File: src/rtl/zx_pkg.sv
// Shared constants and helpers for the ZX Spectrum memory paging blocks:
// port addresses, fixed bank numbers, port decoders and the +3 special-map table.
package zx_pkg;

    localparam logic [15:0] PORT_7FFD = 16'h7FFD;
    localparam logic [15:0] PORT_1FFD = 16'h1FFD;
    localparam logic [15:0] PORT_FE   = 16'h00FE;

    localparam logic [2:0] BANK_SCREEN = 3'd5;
    localparam logic [2:0] BANK_FIXED  = 3'd2;

    typedef enum logic [1:0] {
        MAP_0123 = 2'b00,
        MAP_4567 = 2'b01,
        MAP_4563 = 2'b10,
        MAP_4763 = 2'b11
    } special_map_t;

    function automatic logic is_port_7ffd(input logic [15:0] a, input logic full);
        return full ? (a == PORT_7FFD) : (!a[15] && !a[1]);
    endfunction

    function automatic logic is_port_1ffd(input logic [15:0] a, input logic full);
        return full ? (a == PORT_1FFD) : ((a[15:12] == PORT_1FFD[15:12]) && !a[1]);
    endfunction

    // The ULA port only ever looks at A0, whatever the decode mode.
    function automatic logic is_port_fe(input logic [15:0] a);
        return a[0] == PORT_FE[0];
    endfunction

    // Bank placed in each 16K slot when the +3 all-RAM mode is active.
    function automatic logic [2:0] special_bank(input special_map_t map, input logic [1:0] slot);
        case (map)
            MAP_0123: return {1'b0, slot};
            MAP_4567: return {1'b1, slot};
            MAP_4563: return (slot == 2'd3) ? 3'd3 : {1'b1, slot};
            default: begin
                case (slot)
                    2'd0:    return 3'd4;
                    2'd1:    return 3'd7;
                    2'd2:    return 3'd6;
                    default: return 3'd3;
                endcase
            end
        endcase
    endfunction

endpackage

File: src/rtl/zx_bank_mapper_if.sv
// CPU-side bus seen by the bank mapper: address, write data and Z80 strobes.
interface zx_bank_mapper_if;
    logic [15:0] A;
    logic [7:0]  D;
    logic        nMREQ;
    logic        nIORQ;
    logic        nRD;
    logic        nWR;

    modport master (output A, D, nMREQ, nIORQ, nRD, nWR);
    modport slave  (input  A, D, nMREQ, nIORQ, nRD, nWR);
endinterface

File: src/rtl/zx_io_strobe.sv
// Synchronises an asynchronous I/O write strobe into clock_25 and emits one
// single-cycle pulse per assertion; a strobe already high at reset release is ignored.
module zx_io_strobe (
    input  logic clock_25,
    input  logic RESET_N,
    input  logic strobe_raw,
    output logic io_pulse
);

    logic       sync1_reg;
    logic       sync2_reg;
    logic       prev_reg;
    logic       armed_reg;
    logic [1:0] fill_reg;

    // armed_reg only sets once the synchroniser has refilled after reset and shows
    // the strobe low, so a write that straddled reset cannot produce a late pulse.
    always_ff @(posedge clock_25) begin
        if (!RESET_N) begin
            sync1_reg <= 1'b0;
            sync2_reg <= 1'b0;
            prev_reg  <= 1'b0;
            armed_reg <= 1'b0;
            fill_reg  <= 2'd0;
        end else begin
            sync1_reg <= strobe_raw;
            sync2_reg <= sync1_reg;
            prev_reg  <= sync2_reg;
            if (!fill_reg[1]) begin
                fill_reg <= fill_reg + 2'd1;
            end
            if (fill_reg[1] && !sync2_reg) begin
                armed_reg <= 1'b1;
            end
        end
    end

    assign io_pulse = sync2_reg && !prev_reg && armed_reg;

endmodule

File: src/rtl/zx_bank_mapper.sv
// 128K/+3 style memory paging: decodes OUT writes to 7FFD/1FFD/FE and translates
// CPU addresses into physical RAM/ROM addresses combinationally.
module zx_bank_mapper
    import zx_pkg::*;
#(
    parameter int BANK_BITS   = 3,
    parameter int P3_EN       = 0,
    parameter int FULL_DECODE = 1,
    parameter int LOCK_EN     = 1
) (
    input  logic                      clock_25,
    input  logic                      RESET_N,
    zx_bank_mapper_if.slave           bus,
    output logic [14+BANK_BITS-1:0]   ram_addr,
    output logic [14+P3_EN:0]         rom_addr,
    output logic                      rom_sel,
    output logic                      ram_we,
    output logic                      screen_sel,
    output logic [2:0]                border,
    output logic                      beeper
);

    localparam bit LOCK_ACTIVE = (LOCK_EN != 0) && (BANK_BITS <= 5);
    localparam bit SPECIAL_EN  = (P3_EN != 0);
    localparam bit FULL        = (FULL_DECODE != 0);

    logic [7:0] p7ffd_reg;
    logic [2:0] p1ffd_reg;
    logic       lock_reg;
    logic [2:0] border_reg;
    logic       beeper_reg;

    logic io_wr_raw;
    logic io_pulse;
    logic io_write;
    logic hit_7ffd;
    logic hit_1ffd;
    logic hit_fe;

    assign io_wr_raw = !bus.nIORQ && !bus.nWR && bus.nRD;

    zx_io_strobe u_io_strobe (
        .clock_25   (clock_25),
        .RESET_N    (RESET_N),
        .strobe_raw (io_wr_raw),
        .io_pulse   (io_pulse)
    );

    // The pulse lags the bus by the synchroniser depth, so the strobe must still be
    // asserted when it arrives; a strobe that has already gone away is discarded.
    assign io_write = io_pulse && io_wr_raw;
    assign hit_7ffd = is_port_7ffd(bus.A, FULL);
    assign hit_1ffd = SPECIAL_EN && is_port_1ffd(bus.A, FULL);
    assign hit_fe   = is_port_fe(bus.A);

    always_ff @(posedge clock_25) begin
        if (!RESET_N) begin
            p7ffd_reg  <= 8'd0;
            p1ffd_reg  <= 3'd0;
            lock_reg   <= 1'b0;
            border_reg <= 3'd0;
            beeper_reg <= 1'b0;
        end else if (io_write) begin
            if (hit_7ffd && !lock_reg) begin
                p7ffd_reg <= bus.D;
                if (LOCK_ACTIVE) begin
                    lock_reg <= bus.D[5];
                end
            end
            if (hit_1ffd && !lock_reg) begin
                p1ffd_reg <= bus.D[2:0];
            end
            if (hit_fe) begin
                border_reg <= bus.D[2:0];
                beeper_reg <= bus.D[4];
            end
        end
    end

    // Bank bit order is {7FFD[5], 7FFD[7:6], 7FFD[2:0]}; bit 5 is the lock when locking is active.
    logic [5:0]           sel_bank_full;
    logic [BANK_BITS-1:0] sel_bank;
    logic                 special_mode;
    logic [1:0]           slot;
    logic [BANK_BITS-1:0] bank;
    logic                 rom_hit;

    assign sel_bank_full = {(LOCK_ACTIVE ? 1'b0 : p7ffd_reg[5]), p7ffd_reg[7:6], p7ffd_reg[2:0]};
    assign sel_bank      = sel_bank_full[BANK_BITS-1:0];
    assign special_mode  = SPECIAL_EN && p1ffd_reg[0];
    assign slot          = bus.A[15:14];

    always_comb begin
        bank    = '0;
        rom_hit = 1'b0;
        if (special_mode) begin
            bank = BANK_BITS'(special_bank(special_map_t'(p1ffd_reg[2:1]), slot));
        end else begin
            case (slot)
                2'd0:    rom_hit = 1'b1;
                2'd1:    bank = BANK_BITS'(BANK_SCREEN);
                2'd2:    bank = BANK_BITS'(BANK_FIXED);
                default: bank = sel_bank;
            endcase
        end
    end

    assign ram_addr = {bank, bus.A[13:0]};
    assign rom_sel  = rom_hit;
    assign ram_we   = !bus.nMREQ && !bus.nWR && !rom_hit;

    generate
        if (SPECIAL_EN) begin : g_rom_p3
            assign rom_addr = {p1ffd_reg[2], p7ffd_reg[4], bus.A[13:0]};
        end else begin : g_rom_128
            assign rom_addr = {p7ffd_reg[4], bus.A[13:0]};
        end
    endgenerate

    assign screen_sel = p7ffd_reg[3];
    assign border     = border_reg;
    assign beeper     = beeper_reg;

    // Register bits that some parameter sets leave without a reader.
    logic unused_bits;
    assign unused_bits = ^{sel_bank_full, p1ffd_reg};

endmodule

File: src/flat_wrapper.sv
// flat-port wrapper written by rule: the top's interface ports become plain ports
module zx_bank_mapper_flat import zx_pkg::*;
#(
    parameter int BANK_BITS   = 3,
    parameter int P3_EN       = 0,
    parameter int FULL_DECODE = 1,
    parameter int LOCK_EN     = 1
)
  (clock_25, RESET_N, ram_addr, rom_addr, rom_sel, ram_we, screen_sel, border, beeper, bus_A, bus_D, bus_nMREQ, bus_nIORQ, bus_nRD, bus_nWR);
  zx_bank_mapper_if bus_i ();
  input  logic clock_25;
  input  logic RESET_N;
  output logic [14+BANK_BITS-1:0] ram_addr;
  output logic [14+P3_EN:0] rom_addr;
  output logic rom_sel;
  output logic ram_we;
  output logic screen_sel;
  output logic [2:0] border;
  output logic beeper;
  input wire logic [$bits(bus_i.A)-1:0] bus_A;
  input wire logic [$bits(bus_i.D)-1:0] bus_D;
  input wire logic [$bits(bus_i.nMREQ)-1:0] bus_nMREQ;
  input wire logic [$bits(bus_i.nIORQ)-1:0] bus_nIORQ;
  input wire logic [$bits(bus_i.nRD)-1:0] bus_nRD;
  input wire logic [$bits(bus_i.nWR)-1:0] bus_nWR;
  assign bus_i.A = bus_A;
  assign bus_i.D = bus_D;
  assign bus_i.nMREQ = bus_nMREQ;
  assign bus_i.nIORQ = bus_nIORQ;
  assign bus_i.nRD = bus_nRD;
  assign bus_i.nWR = bus_nWR;
  zx_bank_mapper #(.BANK_BITS(BANK_BITS), .P3_EN(P3_EN), .FULL_DECODE(FULL_DECODE), .LOCK_EN(LOCK_EN)) u_core (.clock_25(clock_25), .RESET_N(RESET_N), .bus(bus_i), .ram_addr(ram_addr), .rom_addr(rom_addr), .rom_sel(rom_sel), .ram_we(ram_we), .screen_sel(screen_sel), .border(border), .beeper(beeper));
endmodule
File: config.mk
export PLATFORM = sky130hd
export DESIGN_NAME = zx_bank_mapper_flat
export DESIGN_NICKNAME = d
export VERILOG_FILES = /design/src/rtl/zx_pkg.sv /design/src/rtl/zx_bank_mapper_if.sv /design/src/rtl/zx_io_strobe.sv /design/src/rtl/zx_bank_mapper.sv /design/src/flat_wrapper.sv
export SDC_FILE = /design/constraint.sdc
export NUM_CORES = 1
export LEC_CHECK = 0
export BUFFER_PORTS_ARGS = -buffer_cell sky130_fd_sc_hd__buf_4
export CORE_ASPECT_RATIO = 1.25
export CORE_MARGIN = 2
export CORE_UTILIZATION = 42
export DETAILED_ROUTE_END_ITERATION = 8
export PLACE_DENSITY = 0.91
export SLEW_MARGIN = 10
export SYNTH_ARGS = -nofsm -noshare
export SYNTH_HDL_FRONTEND = slang
export SYNTH_SLANG_ARGS = --single-unit
File: constraint.sdc
create_clock -name clock_25 -period 5.2 [get_ports clock_25]
set_input_delay 1.56 -clock clock_25 [delete_from_list [all_inputs] [get_ports clock_25]]
set_output_delay 1.56 -clock clock_25 [all_outputs]
set_load 0.03 [all_outputs]
==> results.json <==
{
  "outcome": "completed",
  "antenna_found_initial": 0,
  "p_per_area_nw_per_um2": 224.0,
  "hpwl_mm": 1.781,
  "syn-instance-count": 106,
  "period_needed_ns": 3.661,
  "top_level_ports": 69,
  "cts_buffer_depth": 2,
  "start_util_pct": 45.06,
  "fill_cells": 173,
  "rows": 18,
  "cts_root_buffer": "clkbuf_4",
  "ys_seq_area_share_pct": 35.07,
  "postCtsHoldBufs": 0,
  "critPathMaxFanout": 5,
  "period_share_pct": 70.40,
  "holdCritPathClass": "flip-flop to flip-flop",
  "gp_congestion": 0.7571,
  "wirelength_mm": 2.215,
  "fin_total_pwr_w": 0.0002749,
  "hold_path_depth": 1,
  "cts_sinks": 16,
  "relSlewSlack_pct": 72.38,
  "dr_total_vias": 831,
  "dr.pass1.iters": 4,
  "synth_area_leaders": "dfxtp_1, buf_4, nor2_1",
  "fp.coreArea_sq_um": 2027,
  "rrSetupSlack_ns": 3.86,
  "drtIter0Drc": 8,
  "final_cell_area_sq_um": 1227,
  "fin_tns_setup_ns": 0,
  "stdcell_count": 163,
  "die_h_microns": 56.14,
  "ys_warn_count": 0,
  "overflow": 0,
  "synth_top_cell_area_share_pct": 35.07,
  "synth_most_common_cell": "buf_4",
  "avgSynthCellArea_sq_um": 8.617,
  "cp_data_arrival_time_ns": 2.10,
  "clk_latency_ns": 0.28,
  "synth.cell_area_sq_um": 913.4,
  "min_from": "u_core.u_io_strobe.sync1_reg",
  "cp-startpoint": "bus_A[15]",
  "clock-skew-final_ns": 0.002085,
  "synth_seq_cells": 16,
  "grt_max_degree": 16,
  "grt_pass1_wl_mm": 3.132,
  "hold_viol": 0,
  "synth_edf_count": 0,
  "route.detailed.drc": 0,
  "synthArstFlopShare_pct": 0,
  "worstSetupStartpointType": "primary input",
  "n_antenna_cell": 0,
  "r2r_start": "u_core.u_io_strobe.prev_reg",
  "routed_via_density": 5.098,
  "finalNetCount": 175,
  "io_buffer_count": 66,
  "dp.cells": 160,
  "die-width_microns": 45.71,
  "setup_viol": 0,
  "drive_gt1_share_pct": 51.05,
  "cap_violations": 0,
  "cts_tree": "built",
  "syn-num-nets": 136,
  "floorplan.die_area_sq_um": 2566,
  "worstPathRequired_ns": 3.64,
  "worst_pin_slew_ns": 0.4112,
  "grt.total_usage_pct": 16.80,
  "p_leak_nw": 0.5647,
  "min_to": "u_core.u_io_strobe.sync2_reg",
  "h-tree-depth": 1,
  "dpl_cell_area_sq_um": 1205,
  "cts_made_buffers": 3,
  "r2r_cells": 3,
  "areaGrowthSynthToFinish_pct": 34.38,
  "timing.hold.ws_ns": 0.4442,
  "cp-end-kind": "primary output",
  "regToRegEndpoint": "u_core.p7ffd_reg[4]",
  "critical_path_class": "primary input to primary output",
  "maxSlewViolCount": 0,
  "synthDistinctLibCells": 25,
  "cts_resized": 0,
  "synth_top_area_cell": "dfxtp_1",
  "ant_nets": 0,
  "detail_route.wl_per_cell_microns": 13.59,
  "grt_setup_unrepaired": "false",
  "ir_drop_mv": 0.1635,
  "largest_reg_flops": 5,
  "postCtsSetupBuffers": 0,
  "path_clk_slew_ns": 0.08,
  "fmax_mhz": 273.2,
  "ys_dominant_reg_cell": "dfxtp_1",
  "grt_pass1_vias": 743,
  "synthTopCellsByCount": "buf_4, dfxtp_1, nor2_1"
}
-- worst max path at each step --
stage          depth (start not counted)  slack (ns)  endpoint
4_1_cts                                4        1.54    ram_we
6_report                               4        1.54    ram_we
3_5_place_dp                           4        1.55    ram_we
3_3_place_gp                           4        1.57    ram_we
5_1_grt                                4        1.50    ram_we
2_1_floorplan                          2        1.26    ram_we
-- layer usage --
layer,part of all wire (%),global-route usage (%)
met1,35,14.85
met2,54,33.20
met3,9.3,2.597
met4,1.8,8.163
met5,0,0
-- final cells by class --
| class | count | area [sq um] | area share, % |
|---|---|---|---|
| timing repair buffer | 66 | 495.5 | 40.37 |
| multi-input combinational | 53 | 345.3 | 28.13 |
| sequential | 16 | 320.3 | 26.10 |
| tap | 20 | 25.02 | 2.039 |
| clock buffer | 3 | 22.52 | 1.835 |
| inverter | 5 | 18.77 | 1.529 |
-- cells by family (layout without fill, tap and decap cells) --
family | after synthesis | in the layout | synth area share [%]
buf+inv | 37 | 74 | 27.12
simple gates | 33 | 33 | 23.01
flops | 16 | 16 | 35.07
compound gates | 15 | 15 | 9.452
mux | 4 | 4 | 4.384
xor+xnor | 1 | 1 | 0.9591
-- critical path, stage by stage --
cell    delay [ns]
buf_4         0.13
nor2_1        0.17
nor3_1        0.07
buf_4         0.17
-- where the power goes --
| part | leakage (nW) | switching, W | internal, W |
|---|---|---|---|
| sequential | 0.130 | 0.00000326 | 0.000127 |
| clock | 0.0138 | 0.0000361 | 0.0000269 |
| combinational | 0.421 | 0.0000464 | 0.0000351 |
-- layout by cell type, fill, tap and decap left out, types with 2 or more instances in the layout --
master / Yosys / final
buf_4: 29 / 66
dfxtp_1: 16 / 16
nor2_1: 12 / 12
nand4_1: 6 / 6
a21oi_1: 6 / 6
inv_1: 5 / 5
o21ai_1: 5 / 5
mux2i_1: 4 / 4
a21boi_0: 3 / 3
clkbuf_4: 0 / 3
and2_1: 2 / 2
and3_1: 2 / 2
-- through the flow --
stage	setup WS (ns)	utilization, %
final	1.539	60.56
after CTS	1.540	60.56
after detailed placement	1.546	59.44
after global routing	1.503	60.56
after floorplan	1.262	-
after global placement	1.571	59.44
Note: power is estimated with default switching activity, not from simulation.
